--- src/rtl/mips_pkg.sv ---
// Shared MIPS datapath definitions: MDU op codes, MDU FSM encoding, default width.
package mips_pkg;

  localparam int unsigned MDU_WIDTH = 32;

  localparam logic [2:0] OP_NOP   = 3'd0;
  localparam logic [2:0] OP_MULT  = 3'd1;
  localparam logic [2:0] OP_MULTU = 3'd2;
  localparam logic [2:0] OP_DIV   = 3'd3;
  localparam logic [2:0] OP_DIVU  = 3'd4;
  localparam logic [2:0] OP_MTHI  = 3'd5;
  localparam logic [2:0] OP_MTLO  = 3'd6;
  localparam logic [2:0] OP_RSVD  = 3'd7;

  localparam logic [1:0] ST_IDLE = 2'd0;
  localparam logic [1:0] ST_CALC = 2'd1;
  localparam logic [1:0] ST_FIX  = 2'd2;

  // True for the ops that run the iterative datapath.
  function automatic logic is_muldiv(input logic [2:0] op);
    return (op == OP_MULT) || (op == OP_MULTU) || (op == OP_DIV) || (op == OP_DIVU);
  endfunction

endpackage

--- src/rtl/mdu_hilo_if.sv ---
// MDU bus: start/op/operands from the datapath, busy/done/hi/lo back.
//   master: drives start, op, rs_val, rt_val; reads busy, done, hi, lo
//   slave : the MDU side
interface mdu_hilo_if #(
  parameter int unsigned WIDTH = mips_pkg::MDU_WIDTH
);
  logic             start;
  logic [2:0]       op;
  logic [WIDTH-1:0] rs_val;
  logic [WIDTH-1:0] rt_val;
  logic             busy;
  logic             done;
  logic [WIDTH-1:0] hi;
  logic [WIDTH-1:0] lo;

  modport master (output start, op, rs_val, rt_val, input busy, done, hi, lo);
  modport slave  (input start, op, rs_val, rt_val, output busy, done, hi, lo);
endinterface

--- src/rtl/mdu_iter_core.sv ---
// One radix-2 step per cycle on a shared 2*WIDTH register.
//   load   : capture operands (a = multiplicand/dividend, b = multiplier/divisor)
//   step   : perform one shift-add (mul) or restoring shift-subtract (div)
//   hi_res : product upper half / remainder
//   lo_res : product lower half / quotient
module mdu_iter_core #(
  parameter int unsigned WIDTH = 32
) (
  input  logic             clk,
  input  logic             rst,
  input  logic             load,
  input  logic             step,
  input  logic             is_div,
  input  logic [WIDTH-1:0] a,
  input  logic [WIDTH-1:0] b,
  output logic [WIDTH-1:0] hi_res,
  output logic [WIDTH-1:0] lo_res
);

  logic [2*WIDTH-1:0] acc, acc_nxt;
  logic [WIDTH-1:0]   opb;
  logic               div_mode;
  logic [WIDTH:0]     add_sum, shifted, diff;

  // Mul: acc = {partial, multiplier}, right shift. Div: acc = {rem, dividend/quotient}, left shift.
  always_comb begin
    add_sum = {1'b0, acc[2*WIDTH-1:WIDTH]} + (acc[0] ? {1'b0, opb} : '0);
    shifted = {acc[2*WIDTH-1:WIDTH], acc[WIDTH-1]};
    diff    = shifted - {1'b0, opb};
    if (div_mode) begin
      if (diff[WIDTH]) acc_nxt = {shifted[WIDTH-1:0], acc[WIDTH-2:0], 1'b0};
      else             acc_nxt = {diff[WIDTH-1:0],    acc[WIDTH-2:0], 1'b1};
    end else begin
      acc_nxt = {add_sum, acc[WIDTH-1:1]};
    end
  end

  always_ff @(posedge clk) begin
    if (rst) begin
      acc      <= '0;
      opb      <= '0;
      div_mode <= 1'b0;
    end else if (load) begin
      acc      <= {WIDTH'(0), (is_div ? a : b)};
      opb      <= is_div ? b : a;
      div_mode <= is_div;
    end else if (step) begin
      acc      <= acc_nxt;
    end
  end

  assign hi_res = acc[2*WIDTH-1:WIDTH];
  assign lo_res = acc[WIDTH-1:0];

endmodule

--- src/rtl/mdu_hilo.sv ---
// Iterative multiply/divide unit with HI/LO registers.
//   clk, rst : clock, synchronous active-high reset
//   bus      : start/op/rs_val/rt_val in; busy/done/hi/lo out (all registered)
module mdu_hilo
  import mips_pkg::*;
#(
  parameter int unsigned WIDTH = MDU_WIDTH,
  parameter int unsigned CNT_W = 6
) (
  input logic       clk,
  input logic       rst,
  mdu_hilo_if.slave bus
);

  logic [1:0]       state, state_nxt;
  logic [CNT_W-1:0] cnt;
  logic             busy_q, done_q;
  logic [WIDTH-1:0] hi_q, lo_q;
  logic             is_div_q, neg_q, neg_r, div_zero;
  logic [WIDTH-1:0] rs_raw;

  logic             accept_c, signed_c, last_c;
  logic [WIDTH-1:0] a_mag_c, b_mag_c;
  logic [WIDTH-1:0] core_hi, core_lo;
  logic [2*WIDTH-1:0] prod_c;
  logic [WIDTH-1:0] hi_fix_c, lo_fix_c;

  // Operand conditioning for a new mul/div.
  always_comb begin
    accept_c = (state == ST_IDLE) && bus.start && is_muldiv(bus.op);
    signed_c = (bus.op == OP_MULT) || (bus.op == OP_DIV);
    a_mag_c  = (signed_c && bus.rs_val[WIDTH-1]) ? (~bus.rs_val + WIDTH'(1)) : bus.rs_val;
    b_mag_c  = (signed_c && bus.rt_val[WIDTH-1]) ? (~bus.rt_val + WIDTH'(1)) : bus.rt_val;
    last_c   = (cnt == CNT_W'(WIDTH - 1));
  end

  mdu_iter_core #(.WIDTH(WIDTH)) u_core (
    .clk    (clk),
    .rst    (rst),
    .load   (accept_c),
    .step   (state == ST_CALC),
    .is_div ((bus.op == OP_DIV) || (bus.op == OP_DIVU)),
    .a      (a_mag_c),
    .b      (b_mag_c),
    .hi_res (core_hi),
    .lo_res (core_lo)
  );

  // Sign correction of the magnitude result; divide by zero bypasses it.
  always_comb begin
    prod_c = {core_hi, core_lo};
    if (neg_q) prod_c = ~prod_c + (2*WIDTH)'(1);
    hi_fix_c = prod_c[2*WIDTH-1:WIDTH];
    lo_fix_c = prod_c[WIDTH-1:0];
    if (is_div_q) begin
      if (div_zero) begin
        hi_fix_c = rs_raw;
        lo_fix_c = '1;
      end else begin
        hi_fix_c = neg_r ? (~core_hi + WIDTH'(1)) : core_hi;
        lo_fix_c = neg_q ? (~core_lo + WIDTH'(1)) : core_lo;
      end
    end
  end

  // FSM state register.
  always_ff @(posedge clk) begin
    if (rst) state <= ST_IDLE;
    else     state <= state_nxt;
  end

  // FSM next state.
  always_comb begin
    state_nxt = state;
    case (state)
      ST_IDLE: if (accept_c) state_nxt = ST_CALC;
      ST_CALC: if (last_c)   state_nxt = ST_FIX;
      ST_FIX:                state_nxt = ST_IDLE;
      default:               state_nxt = ST_IDLE;
    endcase
  end

  // HI/LO, status flags and iteration counter.
  always_ff @(posedge clk) begin
    if (rst) begin
      hi_q     <= '0;
      lo_q     <= '0;
      busy_q   <= 1'b0;
      done_q   <= 1'b0;
      cnt      <= '0;
      is_div_q <= 1'b0;
      neg_q    <= 1'b0;
      neg_r    <= 1'b0;
      div_zero <= 1'b0;
      rs_raw   <= '0;
    end else begin
      done_q <= 1'b0;
      case (state)
        ST_IDLE: begin
          if (bus.start) begin
            case (bus.op)
              OP_MULT, OP_MULTU, OP_DIV, OP_DIVU: begin
                busy_q   <= 1'b1;
                cnt      <= '0;
                is_div_q <= (bus.op == OP_DIV) || (bus.op == OP_DIVU);
                neg_q    <= signed_c && (bus.rs_val[WIDTH-1] ^ bus.rt_val[WIDTH-1]);
                neg_r    <= signed_c && bus.rs_val[WIDTH-1];
                div_zero <= (bus.rt_val == '0);
                rs_raw   <= bus.rs_val;
              end
              OP_MTHI: hi_q <= bus.rs_val;
              OP_MTLO: lo_q <= bus.rs_val;
              OP_NOP, OP_RSVD: ;
            endcase
          end
        end
        ST_CALC: cnt <= cnt + CNT_W'(1);
        ST_FIX: begin
          hi_q   <= hi_fix_c;
          lo_q   <= lo_fix_c;
          busy_q <= 1'b0;
          done_q <= 1'b1;
        end
        default: ;
      endcase
    end
  end

  assign bus.busy = busy_q;
  assign bus.done = done_q;
  assign bus.hi   = hi_q;
  assign bus.lo   = lo_q;

endmodule

--- src/flat_wrapper.sv ---
// flat-port wrapper written by rule: the top's interface ports become plain ports
module mdu_hilo_flat import mips_pkg::*;
#(
  parameter int unsigned WIDTH = MDU_WIDTH,
  parameter int unsigned CNT_W = 6
)
  (clk, rst, bus_start, bus_op, bus_rs_val, bus_rt_val, bus_busy, bus_done, bus_hi, bus_lo);
  mdu_hilo_if #(.WIDTH(WIDTH)) bus_i ();
  input logic clk;
  input logic rst;
  input wire logic [$bits(bus_i.start)-1:0] bus_start;
  input wire logic [$bits(bus_i.op)-1:0] bus_op;
  input wire logic [$bits(bus_i.rs_val)-1:0] bus_rs_val;
  input wire logic [$bits(bus_i.rt_val)-1:0] bus_rt_val;
  output wire logic [$bits(bus_i.busy)-1:0] bus_busy;
  output wire logic [$bits(bus_i.done)-1:0] bus_done;
  output wire logic [$bits(bus_i.hi)-1:0] bus_hi;
  output wire logic [$bits(bus_i.lo)-1:0] bus_lo;
  assign bus_i.start = bus_start;
  assign bus_i.op = bus_op;
  assign bus_i.rs_val = bus_rs_val;
  assign bus_i.rt_val = bus_rt_val;
  assign bus_busy = bus_i.busy;
  assign bus_done = bus_i.done;
  assign bus_hi = bus_i.hi;
  assign bus_lo = bus_i.lo;
  mdu_hilo #(.WIDTH(WIDTH), .CNT_W(CNT_W)) u_core (.clk(clk), .rst(rst), .bus(bus_i));
endmodule
--- config.mk ---
export PLATFORM = sky130hd
export DESIGN_NAME = mdu_hilo_flat
export DESIGN_NICKNAME = d
export VERILOG_FILES = /design/src/rtl/mips_pkg.sv /design/src/rtl/mdu_hilo_if.sv /design/src/rtl/mdu_iter_core.sv /design/src/rtl/mdu_hilo.sv /design/src/flat_wrapper.sv
export SDC_FILE = /design/constraint.sdc
export NUM_CORES = 1
export LEC_CHECK = 0
export CAP_MARGIN = 20
export CORE_MARGIN = 2
export CORE_UTILIZATION = 25
export CTS_CLUSTER_SIZE = 20
export DETAILED_ROUTE_END_ITERATION = 8
export GPL_ROUTABILITY_DRIVEN = 0
export PLACE_DENSITY = 0.44
export SYNTH_ARGS = -nofsm -noshare
export SYNTH_HDL_FRONTEND = slang
export SYNTH_SLANG_ARGS = --single-unit
--- constraint.sdc ---
create_clock -name clk -period 9.64 [get_ports clk]
set_input_delay 1.928 -clock clk [delete_from_list [all_inputs] [get_ports clk]]
set_output_delay 1.928 -clock clk [all_outputs]
set_load 0.01 [all_outputs]
==> impl_metrics.ini <==
[outcome]
status = completed

[sta]
setup_viol = 0
worst_slack_ps = 4840
worstMarginPinSlew_ps = 914
fin_crit_ps = 4800
maxSlewViolCount = 0
finClkSkew_ps = 17.3
fmax_mhz = 208
hold_viol = 0
min_period_over_period = 0.498
rsz0062_at_grt = no
relSlewSlack = 0.388
tns_ps = 0

[power]
ir_drop_mv = 0.154
leakage_nw = 7.19
p_per_area_nw_per_um2 = 158

[global_route]
grt_start_max_net_pins = 73
grt_pass1_wl_microns = 109000
grt-ovfl-total = 0
grtUsageTotal = 0.204
grt_pass1_vias = 16500
antenna_found_initial = 3

[synth]
synth_nets = 2480
ys_ff_latch = 207
post_synth_num_cell_types = 84
synth_edf_count = 0
synth_area_leaders = dfxtp_1 (25%), nand2_1 (8.2%), a21oi_1 (7.2%)
yosys.area.top_type_share = 0.248
syn_inst = 2339
synth.cell_area_sq_um = 16700
netlist_top_cells_count = nand2_1 (364), a21oi_1 (241), nor2_1 (211), dfxtp_1 (207), o21ai_0 (160)
ys.flop_type = dfxtp_1
synth_top_cell_by_area = dfxtp_1
yosysWarnings = 0
synth_most_common_cell = nand2_1
yosysSeqAreaShare = 0.248
syn_avg_cell_area_sq_um = 7.13
synthArstFlopShare = 0

[worst_setup_path]
path_class = in -> reg
critPathLaunch = bus_op[0]
r2r_start = u_core.u_core.acc[0]$_SDFFE_PP0P_
cp.required_ps = 10100
timing.reg2reg.setup_slack_ps = 5170
cp_slowest_cell = or3_2
start_kind = input port
crit_path_end_kind = flop
cp_max_fo = 40
reg2reg_depth = 15
slowest_delay_ps = 760
cp_top_family = simple AND/OR/NAND/NOR gates
cp.buffers_inverters = 3
crit_chain = clkdlybuf4s50_1, nor2_1, xnor2_1, nand2_1, or3_2, buf_4, nand2b_1, buf_4, nor2_1, a22o_1
critPathArrivalTime_ps = 5260
r2r_end = u_core.u_core.acc[63]$_SDFFE_PP0P_

[floorplan]
coreArea_sq_um = 65900
rows = 94
die-area_sq_um = 68800
start_util = 0.253
die_h_microns = 262
die_w_microns = 262
pin_count = 136

[drt]
remaining_drc_errors = 0
drtIter0Drc = 1410
num_vias = 17500
drtAntennaViolNets = 0
vias_per_cell = 5.39
wirelength_microns = 73200
drt_pass1_iterations = 8
wire_per_inst_microns = 22.6

[clock_tree]
cts_made_buffers = 27
cts_tree = yes
cts_root_buf = clkbuf_16
cts_sinks = 207
cts_setup_buffers = 0
hold_buffers = 0
clock_latency_ps = 580
path_clk_slew_ps = 60
clockBufferDepth = 3
ctsResizeCount = 0
htreeDepth = 1

[final_layout]
nets = 2494
drive_gt1_frac = 0.0556
final_cells = 3239
area_growth_pct = 18.1

[place]
dpl_worst_slack_ps = 4290
hpwl_microns = 55200
port_buffers = 135
dp.cells = 3186

[flow_run]
cap_violations = 0

[worst_hold_path]
min_from = u_core.rs_raw[24]$_SDFFE_PP0P_
hold_end = u_core.rs_raw[24]$_SDFFE_PP0P_
min_path_type = reg -> reg
hold_depth = 2
==> cells in the final DEF (no fill, tap or decap), types with 56 or more instances in the layout <==
master           instances
nor3_1                  56
clkdlybuf4s50_1        134
a21oi_1                240
o21ai_0                159
nor2_1                 210
xor2_1                  77
mux2i_1                 56
xnor2_1                126
inv_1                   69
ha_1                    69
dfxtp_1                204
nand2_1                364
==> how the worst max path moves through the flow <==
stage / slack [ps] / depth (start not counted) / to
floorplan: 5460 / 10 / u_core.u_core.acc[26]$_SDFFE_PP0P_
global placement: 4360 / 10 / u_core.u_core.acc[45]$_SDFFE_PP0P_
detailed placement: 4290 / 9 / u_core.u_core.acc[45]$_SDFFE_PP0P_
CTS: 4880 / 9 / u_core.u_core.acc[45]$_SDFFE_PP0P_
global route: 4610 / 9 / u_core.u_core.acc[45]$_SDFFE_PP0P_
finish: 4840 / 10 / u_core.u_core.acc[45]$_SDFFE_PP0P_
==> stage by stage <==
step / utilization / instance area [sq um] / power, mW / hold WS, ps
3_5_place_dp: 0.283 / 18700 / 1.99 / 441
3_3_place_gp: 0.283 / 18700 / 1.99 / 438
2_1_floorplan: - / 16700 / 1.68 / 431
4_1_cts: 0.298 / 19700 / 3.13 / 450
5_1_grt: 0.299 / 19700 / 3.27 / 472
6_report: 0.299 / 19700 / 3.12 / 450
==> logic make-up (layout without fill, tap and decap cells) <==
kind of cell	count (synthesis)	count (layout)	share of synthesized area
and+or+nand+nor	806	806	0.216
AOI/OAI and AO/OA	735	735	0.277
buffers and inverters	259	294	0.0620
DFF	207	207	0.248
xor gates and xnor gates	204	204	0.108
adders and majority gates	71	71	0.0542
muxes	57	57	0.0343
other	0	1	0
==> report_power, final <==
group          switching (mW)  internal, mW
clock                   0.440         0.688
sequential             0.0898         0.908
combinational           0.633         0.357
total                    1.16          1.95
==> worst reg2reg max path: stages, from the launching register on <==
cell,delay [ps]
dfxtp_1,610
inv_1,160
buf_4,290
nor2_1,160
ha_1,290
a21oi_1,450
a21oi_1,220
o21ai_0,470
a2111oi_0,140
dlymetal6s2s_1,220
o41ai_1,480
nand3b_1,210
o221ai_1,170
a211o_1,340
o211ai_1,100
nor2_1,70
==> area by class of cell <==
cell class,instances,area [sq um]
clock buffer,37,803
timing repair buffer,175,1670
tap,864,1080
sequential,207,4150
fill,7192,46200
antenna,1,2.50
multi-input combinational,1873,11500
inverter,69,259
clock inverter,13,183
==> routing by layer <==
metal / global-route usage / vias up / part of all wire
li1: - / 8396 / -
met1: 0.281 / 8429 / 0.45
met2: 0.340 / 551 / 0.47
met3: 0.0239 / 91 / 0.055
met4: 0.0461 / 0 / 0.026
met5: 0 / - / 0
==> sequential cells by signal, summed over array words and instances (netlist names) <==
register                cells
u_core.u_core.opb          32
u_core.neg_q                1
u_core.neg_r                1
u_core.bus.done             1
u_core.bus.hi              32
u_core.bus.lo              32
u_core.u_core.acc          64
u_core.cnt                  6
u_core.div_zero             1
u_core.state                2
u_core.bus.busy             1
u_core.is_div_q             1
u_core.u_core.div_mode      1
u_core.rs_raw              32
Note: power is estimated with default switching activity, not from simulation.
